File: config.mk
export PLATFORM = sky130hd
export DESIGN_NAME = rpw_sequencer
export DESIGN_NICKNAME = d
export VERILOG_FILES = /design/src/rtl/rpw_sequencer.sv
export SDC_FILE = /design/constraint.sdc
export NUM_CORES = 1
export LEC_CHECK = 0
export BUFFER_PORTS_ARGS = -buffer_cell sky130_fd_sc_hd__buf_4
export CAP_MARGIN = 20
export CORE_ASPECT_RATIO = 1.25
export CORE_MARGIN = 2
export CORE_UTILIZATION = 38
export CTS_CLUSTER_SIZE = 8
export DETAILED_ROUTE_END_ITERATION = 6
export GPL_TIMING_DRIVEN = 0
export PLACE_DENSITY = 0.63
export SYNTH_ARGS = -nofsm -noshare
export SYNTH_HDL_FRONTEND = slang
export SYNTH_SLANG_ARGS = --single-unit
File: constraint.sdc
create_clock -name clk -period 2.4 [get_ports clk]
set_clock_uncertainty 0.05 [all_clocks]
set_input_delay 0.24 -clock clk [delete_from_list [all_inputs] [get_ports clk]]
set_output_delay 0.24 -clock clk [all_outputs]
set_load 0.01 [all_outputs]
File: src/rtl/rpw_sequencer.sv
// Read/process/write job sequencer with phase watchdog, bounded retry, abort and latched error code.
// Outputs are registered from next state. Optional job cycle counter under RPW_SEQ_PERF_EN.
module rpw_sequencer #(
   parameter int TIMEOUT_W = 16,
   parameter int MAX_RETRY = 3,
   parameter int RETRY_W   = 2
) (
   input  logic                 clk,
   input  logic                 reset,
   input  logic                 start,
   input  logic                 write_only,
   input  logic [TIMEOUT_W-1:0] timeout_cycles,
   input  logic                 data_read_complete,
   input  logic                 processing_complete,
   input  logic                 write_complete,
   input  logic                 error,
   input  logic                 abort,
   input  logic                 clear_error,
   output logic [2:0]           state,
   output logic                 read_data,
   output logic                 process_data,
   output logic                 write_data,
   output logic                 handle_error,
   output logic                 busy,
   output logic                 done,
   output logic [1:0]           err_code,
   output logic [RETRY_W-1:0]   retry_count
`ifdef RPW_SEQ_PERF_EN
   ,
   output logic [31:0]          job_cycles
`endif
);

   typedef enum logic [2:0] {
      S_IDLE    = 3'b000,
      S_READ    = 3'b001,
      S_PROCESS = 3'b010,
      S_WRITE   = 3'b011,
      S_ERROR   = 3'b100,
      S_RETRY   = 3'b101
   } state_e;

   localparam logic [1:0]           ERR_NONE    = 2'b00;
   localparam logic [1:0]           ERR_INPUT   = 2'b01;
   localparam logic [1:0]           ERR_TIMEOUT = 2'b10;
   localparam logic [TIMEOUT_W-1:0] WD_ONE      = 1;
   localparam logic [RETRY_W-1:0]   RETRY_ONE   = 1;
   localparam logic [RETRY_W-1:0]   MAX_RETRY_L = RETRY_W'(MAX_RETRY);

   state_e               state_q, state_d;
   logic                 wo_q, wo_d;
   logic [1:0]           err_q, err_d;
   logic [RETRY_W-1:0]   retry_q, retry_d;
   logic [TIMEOUT_W-1:0] wd_q, wd_d;
   logic                 done_q, done_d;
   logic                 rd_q, pr_q, wr_q, herr_q, busy_q;
   logic                 phase_cmp;
   logic                 timeout_hit;

   // wd_q counts cycles already spent in the phase, so the Nth cycle sees N-1.
   assign timeout_hit = (timeout_cycles != '0) && (wd_q >= (timeout_cycles - WD_ONE));

   always_comb begin
      state_d   = state_q;
      wo_d      = wo_q;
      err_d     = err_q;
      retry_d   = retry_q;
      wd_d      = '0;
      done_d    = 1'b0;
      phase_cmp = 1'b0;
      case (state_q)
         S_IDLE: begin
            if (start) begin
               wo_d    = write_only;
               err_d   = ERR_NONE;
               retry_d = '0;
               state_d = write_only ? S_WRITE : S_READ;
            end
         end
         S_READ, S_PROCESS, S_WRITE: begin
            if (state_q == S_READ)         phase_cmp = data_read_complete;
            else if (state_q == S_PROCESS) phase_cmp = processing_complete;
            else                           phase_cmp = write_complete;

            if (abort) begin
               state_d = S_IDLE;
               retry_d = '0;
            end else if (phase_cmp) begin
               if (state_q == S_WRITE) begin
                  state_d = S_IDLE;
                  done_d  = 1'b1;
               end else begin
                  state_d = (state_q == S_READ) ? S_PROCESS : S_WRITE;
               end
            end else if (error || timeout_hit) begin
               err_d = error ? ERR_INPUT : ERR_TIMEOUT;
               if (retry_q < MAX_RETRY_L) begin
                  retry_d = retry_q + RETRY_ONE;
                  state_d = S_RETRY;
               end else begin
                  state_d = S_ERROR;
               end
            end else begin
               wd_d = (wd_q == '1) ? wd_q : wd_q + WD_ONE;
            end
         end
         S_RETRY: state_d = wo_q ? S_WRITE : S_READ;
         S_ERROR: begin
            if (clear_error) begin
               state_d = S_IDLE;
               err_d   = ERR_NONE;
               retry_d = '0;
            end
         end
         default: state_d = S_IDLE;
      endcase
   end

   always_ff @(posedge clk or posedge reset) begin
      if (reset) begin
         state_q <= S_IDLE;
         wo_q    <= 1'b0;
         err_q   <= ERR_NONE;
         retry_q <= '0;
         wd_q    <= '0;
         done_q  <= 1'b0;
         rd_q    <= 1'b0;
         pr_q    <= 1'b0;
         wr_q    <= 1'b0;
         herr_q  <= 1'b0;
         busy_q  <= 1'b0;
      end else begin
         state_q <= state_d;
         wo_q    <= wo_d;
         err_q   <= err_d;
         retry_q <= retry_d;
         wd_q    <= wd_d;
         done_q  <= done_d;
         rd_q    <= (state_d == S_READ);
         pr_q    <= (state_d == S_PROCESS);
         wr_q    <= (state_d == S_WRITE);
         herr_q  <= (state_d == S_ERROR);
         busy_q  <= (state_d != S_IDLE);
      end
   end

   assign state        = state_q;
   assign read_data    = rd_q;
   assign process_data = pr_q;
   assign write_data   = wr_q;
   assign handle_error = herr_q;
   assign busy         = busy_q;
   assign done         = done_q;
   assign err_code     = err_q;
   assign retry_count  = retry_q;

`ifdef RPW_SEQ_PERF_EN
   logic [31:0] run_q;
   logic [31:0] job_q;
   logic [32:0] run_inc;
   logic [32:0] run_fin;

   // run_q already includes the acceptance cycle; the final WRITE and done cycles add two.
   assign run_inc = {1'b0, run_q} + 33'd1;
   assign run_fin = {1'b0, run_q} + 33'd2;

   always_ff @(posedge clk or posedge reset) begin
      if (reset) begin
         run_q <= '0;
         job_q <= '0;
      end else begin
         if (state_q == S_IDLE && start) begin
            run_q <= 32'd1;
         end else if (state_q != S_IDLE) begin
            run_q <= run_inc[32] ? '1 : run_inc[31:0];
         end
         if (done_d) begin
            job_q <= run_fin[32] ? '1 : run_fin[31:0];
         end
      end
   end

   assign job_cycles = job_q;
`endif

endmodule

# Word-level counts from Yosys, hierarchy flattened
# Cells that the tools add are included.
# word_totals
ff_bits,30
latch_bits,0
mem_bits_rw,0
romBits,0
inputBits,26
out_inout_bits,13
elab_cells,80
n_memories,0
# classes
add_sub_neg,3
mul,0
div_mod_pow,0
order_cmp,2
eq_ne,19
n_shift,0
n_mux,35
n_bitwise,0
reduce_logical,10
# op_table
op,count
$mux W16,5
$mux W2,13
$add A16 B1 Y16 const B,1
$eq A16 B16 Y1 const B,1
$ge A16 B16 Y1,1
$reduce_bool A16 Y1,1
$sub A16 B1 Y16 const B,1
$mux W3,5
$eq A3 B2 Y1 const B,4
$pmux W2 S3,2
$pmux W3 S4,1
$reduce_and A6 Y1,2
$ne A2 B2 Y1 const B,5
$eq A3 B3 Y1 const B,3
$mux W1,9
$ne A3 B3 Y1 const B,3
$eq A3 B1 Y1 const B,2
$reduce_bool A3 Y1,2
$ne A5 B5 Y1 const B,1
$logic_not A3 Y1,1
$reduce_or A3 Y1,1
$add A2 B1 Y2 const B,1
$lt A2 B2 Y1 const B,1
$reduce_and A2 Y1,1
2 further kinds,2

# Longest topological paths before layout
# Gate-level depths: netlist of the first run.
# logic_depth
word_depth,9
depth_mapped,14
ltp_nobuf,13

# Least setup slack after synthesis of the first run
# No wires, ideal clock.
# synth_timing
path_type,input-to-reg
from,input port timeout_cycles[2]
to,register pr_q (netlist: process_data)
setup_ns,0.122
arrival_ns,3.070
t_required_ns,2.228
slack_ns,-0.841
stages,12
n_path_buf,0
path_cell_list,nor4_1 and3_1 nor2b_1 xnor2_1 ha_1 and4_2 o211ai_2 or4_4 nand3_2 a221oi_2 or3_4 nor3b_2
# synth_between
elab_chain_len,9
word_cells_on_any_way,10
classes_between,add/sub: 1; order compare: 1; eq/ne: 1; mux: 4; reduce/logical: 3
# synth_rtl
item,line_no,rtl
start: declaration,12,"input logic [TIMEOUT_W-1:0] timeout_cycles,"
$sub A16 B1 Y16,61,assign timeout_hit = (timeout_cycles != '0) && (wd_q >= (timeout_cycles - WD_ONE));
$ge A16 B16 Y1,61,
$logic_and A1 B1 Y1 (*),61,
$logic_or A1 B1 Y1 (*),95,end else if (error || timeout_hit) begin
$mux W3 (*),95,
$mux W3 (*),88,end else if (phase_cmp) begin
$mux W3 (*),85,if (abort) begin
$pmux W3 S4 (*),71,case (state_q)
net state_d[1],50,"state_e state_q, state_d;"
$eq A3 B2 Y1 (*),140,pr_q <= (state_d == S_PROCESS);
end signal: assignment,140,
end: declaration,56,"logic rd_q, pr_q, wr_q, herr_q, busy_q;"
# The timed path passes the listed nets; every way through them passes the cells marked *.
# A chain may end at the register's enable or synchronous reset.

# Worst setup path after layout of the first run
# Ends and elaborated chain as after synthesis.

==> impl_metrics.csv, run 1 <==
group,metric,value,unit
setup_path,max_stage_delay,0.43,ns
yosys,yosys-top-cells-count,"30 x dfrtp_1, 30 x nor2_1, 29 x nand2_1",
setup_path,path_max_fanout,6,
clock_network,clk_path_buf_depth,2,
routing,firstDrtPassIters,4,
floorplanning,die_w,71.9,um
clock_network,clock_latency,0.29,ns
yosys,synth_fp_nets,298,
sta,final.min_clock_period,2.83,ns
routing,wl_per_cell,13.7,um
power,swShare,33.9,%
yosys,yosysWarnings,0,
global_routing,grt_pass1_vias,1979,
sta,final.period_utilization,118,%
floorplanning,core-area,5480,um^2
sta,drv_slew,0,
place,place.gp.congestion,0.853,
setup_path,slowest_stage,"or4_4",
cells_and_area,fin_util,56.5,%
floorplanning,row_count,30,
yosys,synth.area.top_cells,"dfrtp_1 34%, ha_1 11%, nor2_1 5.1%, nand2_1 5.0%, xnor2_1 4.8%",
clock_network,cts_tree,"yes",
sta,fmax,353,MHz
setup_path,cp-end-kind,"flop",
worst_hold_path,hp-class,"input pin to flop",
power,leakagePower,1.34,nW
sta,holdWs,0.143,ns
clock_network,clk_pin_slew,0.07,ns
yosys,yosysSeqAreaShare,34.3,%
routing,detail-route-antenna-nets,0,
floorplanning,dieArea,6390,um^2
setup_path,cp-start-kind,"input pin",
global_routing,grt_max_degree,22,
sta,setup_ws,-0.432,ns
yosys,synth_flop_cell,"dfrtp_1",
place,port_buffers,38,
yosys,async_reset_ff_share,100,%
global_routing,grt_use_total,18.2,%
global_routing,grt_antenna_before_repair,0,
floorplanning,start_util,39.9,%
power,powerDensity,661,nW/um^2
global_routing,grt_overflow_total,0,
yosys,ys_seq_elements,30,
yosys,synth_cell_types,47,
yosys,yosysTopAreaCell,"dfrtp_1",
routing,via_per_inst,5.36,
sta,slew_headroom,70.1,%
routing,dr_total_vias,2043,
clock_network,htree_levels,2,
yosys,syn_area_per_cell,8.68,um^2
yosys,synth_area,2190,um^2
yosys,syn_inst,252,
power,peakVddDrop,268,uV
sta,rsz0062_at_grt,"yes",
routing,dr.first_iter.drc_count,85,
cells_and_area,drive_gt1_share,36.9,%
place,hpwl,3930,um
power,pwr-share-clk,24.8,%
routing,routed_wl,5210,um
sta,hold_violations,0,
power,power.share.sequential,31.7,%
sta,final.setup.tns,-8.76,ns
cells_and_area,fillers,518,
setup_path,critPathRequiredTime,2.53,ns
global_routing,grt_pass1_wl,9070,um
power,power_frac_comb,43.4,%
routing,drc,0,
cells_and_area,area_growth,41.4,%
setup_path,crit_arrival,2.96,ns
status,status,"finished, violations left",
setup_path,path_class,"input pin to flop",
sta,worstMarginPinSlew,0.438,ns
setup_path,crit_chain,"buf_8 -> nor4_4 -> buf_4 -> nand2_2 -> o41a_1 -> nor2_1 -> ha_1 -> and4_4 -> o211ai_2 -> or4_4 -> nand3_4 -> a221oi_2 -> or3_4 -> nor3b_2",
clock_network,cts-root-buf,"clkbuf_8",
floorplanning,pin_count,39,
cells_and_area,final_net_count,362,
yosys,yosysTopAreaCellShare,34.3,%
power,p_sw,0.694,mW
floorplanning,die_h,88.8,um
status,violations,"setup timing",
sta,setup_viol,28,
clock_network,cts_made_buffers,5,
cells_and_area,num_antenna_cells,0,
clock_network,cts_sinks,30,
job,drv_cap,0,
power,p_int,1.35,mW
yosys,synth_edf_count,0,
## logic make-up (layout without fill, tap and decap cells)
family	Yosys count	after routing	synth area share (%)
and+or+nand+nor	122	122	28.6
muxes	3	3	1.43
DFF	30	30	34.3
buffers and inverters	15	80	2.92
AOI/OAI and AO/OA	40	40	12.5
adders and majority gates	20	20	11.4
xor gates and xnor gates	22	22	8.80
## power groups by stage
stage                     sequential, mW  combinational, mW  clock, mW
after global placement             0.658              0.711          0
after CTS                          0.652              0.869      0.517
final                              0.649              0.888      0.507
after global routing               0.664              0.987      0.539
after floorplan                    0.687              0.425          0
after detailed placement           0.661              0.725          0
## critical path: cells and delay by family
kind | cells | cell delay (ns)
AOI/OAI and AO/OA | 3 | 0.48
adders and majority gates | 1 | 0.15
buffers and inverters | 2 | 0.28
and+or+nand+nor | 8 | 1.80
## registers in the layout (all words and copies together) (netlist names)
| name | cells |
|---|---|
| wo_q | 1 |
| retry_count | 2 |
| done | 1 |
| busy | 1 |
| write_data | 1 |
| err_code | 2 |
| handle_error | 1 |
| state | 3 |
| process_data | 1 |
| read_data | 1 |
| wd_q | 16 |
## final timing paths
kind                                    from  depth (start not counted)  slack, ns        endpoint
setup / recovery           timeout_cycles[2]                         14      -0.43    process_data
hold / removal                         error                          2       0.14     err_code[1]
setup reg to reg                     wd_q[0]                         10      -0.04        state[0]
hold reg to reg                  err_code[0]                          2       0.46     err_code[0]
max in group asynchronous              reset                          4       1.39  retry_count[0]
min in group asynchronous              reset                          3       0.46      write_data
## area by class of cell
type,instances,area [um^2],share of cell area (%)
clock buffer,5,68.8,2.22
multi-input combinational,207,1580,51.2
clock inverter,3,40.0,1.29
tap,64,80.1,2.59
inverter,9,33.8,1.09
sequential,30,751,24.3
timing repair buffer,58,504,16.3
buffer,5,32.5,1.05
## placed cells by master (no fill, tap or decap), types with 6 or more instances in the layout
cell type  instances
nand3_1           16
ha_1              20
a21oi_1            6
nor2_1            18
dfrtp_1           30
nor2_4             7
xnor2_1           12
buf_6              7
inv_1              9
o21ai_0           11
buf_4             47
xor2_1            10
nand2_1           23
## what timing repair did
item | 4_1_cts | 5_1_grt
cloned | 1 | 0
pin swaps | 14 | 9
setup buffers | 16 | 3
hold buffers | 1 | 0
gates resized for setup | 37 | 19
endpoints found under the setup margin | 28 | 28
hold endpoints to repair | 9 | 0
## stage by stage
stage	worst slack, ns	instance area (um^2)	cells	total power, mW
floorplan	-0.460	2260	252	1.11
global placement	-0.825	2620	354	1.37
detailed placement	-0.846	2650	355	1.39
CTS	-0.422	3040	381	2.04
global route	-0.609	3090	381	2.19
finish	-0.432	3090	381	2.05
## metal layers
layer / up-vias / GRT usage (%) / routed length [um]
li1: 1028 / - / -
met1: 959 / 20.8 / 2100
met2: 50 / 34.0 / 2780
met3: 6 / 3.08 / 254
met4: 0 / 6.52 / 71
met5: - / 0 / 0
Note: power is estimated with default switching activity, not from simulation.
==> run 2, diff against run 1 <==
--- a/config.mk
+++ b/config.mk
@@ -13,7 +13,7 @@
 export CTS_CLUSTER_SIZE = 8
 export DETAILED_ROUTE_END_ITERATION = 6
 export GPL_TIMING_DRIVEN = 0
-export PLACE_DENSITY = 0.63
+export PLACE_DENSITY = 0.69
 export SYNTH_ARGS = -nofsm -noshare
 export SYNTH_HDL_FRONTEND = slang
 export SYNTH_SLANG_ARGS = --single-unit
==> run 2 against run 1 <==
The run still ends with setup timing left. Die area did not move. Clock-buffer cell count rose by 2. Global-route usage fell by 0.80 points. Cell count fell by 0.79%. Power fell by 4.2%. Register-to-register slack got worse by 0.09 ns. Fmax fell by 1.6%. Non-clock buffer count fell by 3. First-iteration DRC count rose by 2.4%. Flip-flop and latch count did not move. Combinational power fell by 1%. Sequential power rose by 1%.
==> impl_metrics.csv, run 2 (synthesis results as in run 1) <==
group,metric,value,unit
status,status,"finished, violations left",
status,violations,"setup timing",
routing,routed_wl,5440,um
cells_and_area,layout_common_cells,"44 x buf_4, 30 x dfrtp_1, 24 x nand2_1",
place,port_buffers,38,
worst_hold_path,hp-class,"input pin to flop",
sta,fmax,348,MHz
sta,setup_ws,-0.477,ns
clock_network,clk_path_buf_depth,2,
floorplanning,die_h,88.8,um
global_routing,grt_antenna_before_repair,0,
floorplanning,dieArea,6390,um^2
floorplanning,start_util,39.9,%
routing,drc,0,
setup_path,cp-start-kind,"input pin",
floorplanning,die_w,71.9,um
floorplanning,pin_count,39,
setup_path,critPathRequiredTime,2.53,ns
cells_and_area,final_net_count,359,
global_routing,grt_pass1_wl,8700,um
power,leakagePower,1.33,nW
power,powerDensity,638,nW/um^2
place,dpl.cell_count,355,
clock_network,htree_levels,2,
setup_path,path_max_fanout,5,
cells_and_area,num_antenna_cells,0,
clock_network,clk_pin_slew,0.06,ns
cells_and_area,area_growth,40.4,%
clock_network,clock_latency,0.29,ns
cells_and_area,fin_cells,378,
cells_and_area,fin_util,56.1,%
sta,setup_viol,28,
sta,rsz0062_at_grt,"yes",
routing,firstDrtPassIters,4,
sta,hold_violations,0,
routing,detail-route-antenna-nets,0,
cells_and_area,largest_reg_flops,16,
floorplanning,core-area,5480,um^2
routing,dr.first_iter.drc_count,87,
global_routing,grt_max_degree,23,
power,power,1.96,mW
sta,final.setup.tns,-9.69,ns
routing,dr_total_vias,2037,
setup_path,crit_arrival,3.00,ns
sta,drv_slew,0,
routing,via_per_inst,5.39,
cells_and_area,fillers,516,
clock_network,cts_made_buffers,5,
global_routing,grt_overflow_total,0,
place,place.gp.congestion,0.876,
routing,wl_per_cell,14.4,um
setup_path,cp-end-kind,"flop",
sta,worstMarginPinSlew,0.455,ns
sta,final.period_utilization,120,%
sta,final.min_clock_period,2.88,ns
sta,slew_headroom,68.9,%
cells_and_area,top_register,"wd_q",
global_routing,grt_use_total,17.4,%
clock_network,cts_tree,"yes",
global_routing,grt_pass1_vias,1932,
job,drv_cap,0,
power,peakVddDrop,257,uV
cells_and_area,layout_commonest_cell,"buf_4",
place,hpwl,3880,um
clock_network,cts_sinks,30,
clock_network,cts-root-buf,"clkbuf_8",
cells_and_area,drive_gt1_share,36.6,%
floorplanning,row_count,30,
setup_path,path_class,"input pin to flop",
==> run 2: changes by cell type in the layout (fill, tap and decap cells not counted), moves of 2 or more <==
cell	previous run	this run
buf_4	47	44
buf_6	7	5
nand3_1	16	12
nand3_2	0	3
nor2_2	5	9
nor2_4	7	3
nor3_1	4	6
nor3_2	5	3
==> run 2: what timing repair did <==
item / in CTS / in global routing
buffers inserted: 11 / 4
setup endpoints to repair: 28 / 28
pin swaps: 18 / 15
hold buffers: 1 / 0
endpoints found under the hold margin: 8 / 0
gates resized for setup: 22 / 31
gates cloned: 1 / 0
==> run 2: path summary, 6_finish.rpt <==
kind / cells past startpoint / start / to / slack [ns]
max: 13 / timeout_cycles[7] / process_data / -0.48
max reg2reg: 10 / wd_q[0] / read_data / -0.13
min in group asynchronous: 3 / reset / write_data / 0.45
max in group asynchronous: 4 / reset / wd_q[12] / 1.39
min: 2 / error / err_code[1] / 0.13
min reg2reg: 1 / retry_count[0] / retry_count[0] / 0.47
==> run 2: layout make-up <==
type	count	area, um^2	area share, %
buffer	5	32.5	1.06
clock buffer	7	86.3	2.81
timing repair buffer	55	502	16.3
multi-input combinational	207	1580	51.5
tap	64	80.1	2.61
sequential	30	751	24.4
clock inverter	1	5.00	0.163
inverter	9	33.8	1.10
==> run 2: report_power, final <==
group	switching (mW)	internal, mW
logic	0.438	0.436
clock network	0.197	0.231
registers	0.0637	0.594
==> run 2: per-layer routing <==
layer / wire, um / vias up / share of wire (%) / GRT usage [%]
li1: - / 1022 / - / -
met1: 2140 / 953 / 39 / 19.8
met2: 2950 / 52 / 54 / 32.2
met3: 238 / 10 / 4.4 / 2.28
met4: 115 / 0 / 2.1 / 8.23
met5: 0 / - / 0 / 0
==> run 2: metrics by stage <==
| step | cell area, um^2 | hold WS, ns | worst slack [ns] |
|---|---|---|---|
| after floorplan | 2260 | 0.281 | -0.460 |
| after global placement | 2620 | 0.436 | -0.807 |
| after detailed placement | 2650 | 0.209 | -0.831 |
| after CTS | 2950 | 0.147 | -0.447 |
| after global routing | 3070 | 0.143 | -0.573 |
| final | 3070 | 0.130 | -0.477 |
==> run 2: critical path, stage by stage <==
cell and delay (ns):
buf_4 0.14, nor4_4 0.33, and3_4 0.28, nor2b_4 0.16, xnor2_2 0.08, ha_1 0.32, and4_4 0.23, o211ai_2 0.07
or4_4 0.43, nand3_4 0.11, a221oi_2 0.09, or3_4 0.36, nor3b_2 0.16
==> run 3, diff against run 2 <==
--- a/config.mk
+++ b/config.mk
@@ -14,6 +14,7 @@
 export DETAILED_ROUTE_END_ITERATION = 6
 export GPL_TIMING_DRIVEN = 0
 export PLACE_DENSITY = 0.69
+export SETUP_SLACK_MARGIN = 0.3
 export SYNTH_ARGS = -nofsm -noshare
 export SYNTH_HDL_FRONTEND = slang
 export SYNTH_SLANG_ARGS = --single-unit
==> run 3 against run 2 <==
The run still ends with setup timing left. Clock-buffer cell count did not move. Design area up 0.16%. Routed wire length decreased by 0.33%. Core utilization up 0.091 points. Sequential power barely moved. Flip-flop and latch count did not move. Worst hold slack better by 0.0024 ns. Cell count up 0.26%. Register-to-register slack barely moved. Power about the same. Largest power group unchanged.
==> impl_metrics.csv, run 3 (synthesis results as in run 1) <==
group,metric,value,unit
status,status,"finished, violations left",
status,violations,"setup timing",
global_routing,grt_pass1_wl,8700,um
sta,holdWs,0.133,ns
cells_and_area,layout_commonest_cell,"buf_4",
setup_path,cp-end-kind,"flop",
cells_and_area,area_growth,40.7,%
clock_network,clk_pin_slew,0.06,ns
cells_and_area,final_net_count,360,
clock_network,cts_sinks,30,
power,power_frac_comb,44.8,%
cells_and_area,multiInputGateArea,1580,um^2
place,hpwl,3880,um
place,dpl.cell_count,355,
cells_and_area,layout_common_cells,"44 x buf_4, 30 x dfrtp_1, 24 x nand2_1",
power,swShare,35.5,%
clock_network,clk_path_buf_depth,2,
routing,detail-route-antenna-nets,0,
sta,worstMarginPinSlew,0.455,ns
global_routing,grt_pass1_vias,1932,
cells_and_area,seq_area,751,um^2
global_routing,grt_antenna_before_repair,0,
global_routing,grt_overflow_total,0,
setup_path,crit_arrival,2.99,ns
global_routing,grt_max_degree,23,
clock_network,htree_levels,2,
clock_network,cts_made_buffers,5,
sta,final.period_utilization,120,%
cells_and_area,fillers,517,
place,port_buffers,38,
routing,drc,0,
routing,routed_wl,5430,um
setup_path,critPathRequiredTime,2.52,ns
power,pwr-share-clk,21.7,%
floorplanning,core-area,5480,um^2
sta,setup_ws,-0.469,ns
power,leakagePower,1.34,nW
routing,dr_total_vias,2043,
cells_and_area,largest_reg_flops,16,
power,powerDensity,636,nW/um^2
global_routing,grt_use_total,17.4,%
power,peakVddDrop,255,uV
power,p_sw,0.695,mW
clock_network,cts_tree,"yes",
setup_path,reg2reg_slack,-0.13,ns
worst_hold_path,hp-class,"input pin to flop",
floorplanning,row_count,30,
setup_path,path_class,"input pin to flop",
cells_and_area,top_register,"wd_q",
job,drv_cap,0,
routing,via_per_inst,5.39,
sta,drv_slew,0,
sta,final.setup.tns,-10.34,ns
routing,dr.first_iter.drc_count,88,
sta,fmax,349,MHz
routing,wl_per_cell,14.3,um
routing,firstDrtPassIters,4,
clock_network,cts-root-buf,"clkbuf_8",
sta,setup_viol,28,
setup_path,cp-start-kind,"input pin",
floorplanning,die_w,71.9,um
power,power.share.sequential,33.6,%
sta,rsz0062_at_grt,"yes",
cells_and_area,num_antenna_cells,0,
place,place.gp.congestion,0.876,
cells_and_area,fin_util,56.2,%
floorplanning,start_util,39.9,%
floorplanning,dieArea,6390,um^2
floorplanning,pin_count,39,
sta,final.min_clock_period,2.87,ns
sta,slew_headroom,68.9,%
setup_path,path_max_fanout,5,
power,p_int,1.26,mW
floorplanning,die_h,88.8,um
clock_network,clock_latency,0.28,ns
cells_and_area,fin_cells,379,
cells_and_area,drive_gt1_share,36.8,%
sta,hold_violations,0,
power,power,1.96,mW
==> run 3: cell types whose count changed in the layout (fill, tap and decap cells not counted) <==
cell and change:
buf_6 +1, a21bo_4 -1, a21bo_2 +1
==> run 3: final timing paths <==
check                           cells past startpoint              start        endpoint
worst max register to register                     10            wd_q[0]       read_data
max in group asynchronous                           4              reset        wd_q[12]
min in group asynchronous                           3              reset      write_data
worst max-delay path                               13  timeout_cycles[7]    process_data
worst min-delay path                                2              error     err_code[1]
worst min register to register                      1     retry_count[0]  retry_count[0]
==> run 3: critical path, stage by stage <==
cell and delay [ns]:
buf_4 0.14, nor4_4 0.33, and3_4 0.28, nor2b_4 0.16
xnor2_2 0.08, ha_1 0.32, and4_4 0.23, o211ai_2 0.07
or4_4 0.43, nand3_4 0.10, a221oi_2 0.08, or3_4 0.36
nor3b_2 0.16
==> run 3: repair_timing <==
item / in CTS / in global routing
gates cloned: 1 / 0
resized for setup: 22 / 29
hold endpoints to repair: 8 / 0
setup endpoints to repair: 28 / 28
buffers inserted: 11 / 3
hold buffers: 1 / 0
pin swaps: 18 / 14
==> run 3: routing by layer <==
metal	track usage [%]	share of wire, %	vias up
met1	19.8	40	959
met4	8.23	2.3	0
met5	0	0	-
li1	-	-	1023
met2	32.2	53	51
met3	2.28	4.3	10
==> run 3: final cells by class <==
class                   count  share of cell area (%)
plain buffers               6                    1.42
clock buffers               7                    2.80
clock inverters             1                   0.163
inverters                   9                    1.10
multi-input cells         207                    51.2
flip-flops and latches     30                    24.4
well taps                  64                    2.60
repair buffers             55                    16.3
==> run 3: per-stage QoR <==
stage               instance area, um^2  setup WS (ns)
finish                             3080         -0.469
global route                       3080         -0.562
CTS                                2950         -0.447
detailed placement                 2650         -0.831
global placement                   2620         -0.807
floorplan                          2260         -0.460
==> run 3: power by group through the flow <==
stage / clock [mW] / combinational, mW / sequential [mW]
2_1_floorplan: 0 / 0.425 / 0.687
3_3_place_gp: 0 / 0.705 / 0.659
3_5_place_dp: 0 / 0.723 / 0.663
4_1_cts: 0.435 / 0.818 / 0.654
5_1_grt: 0.453 / 0.959 / 0.669
6_report: 0.424 / 0.877 / 0.658
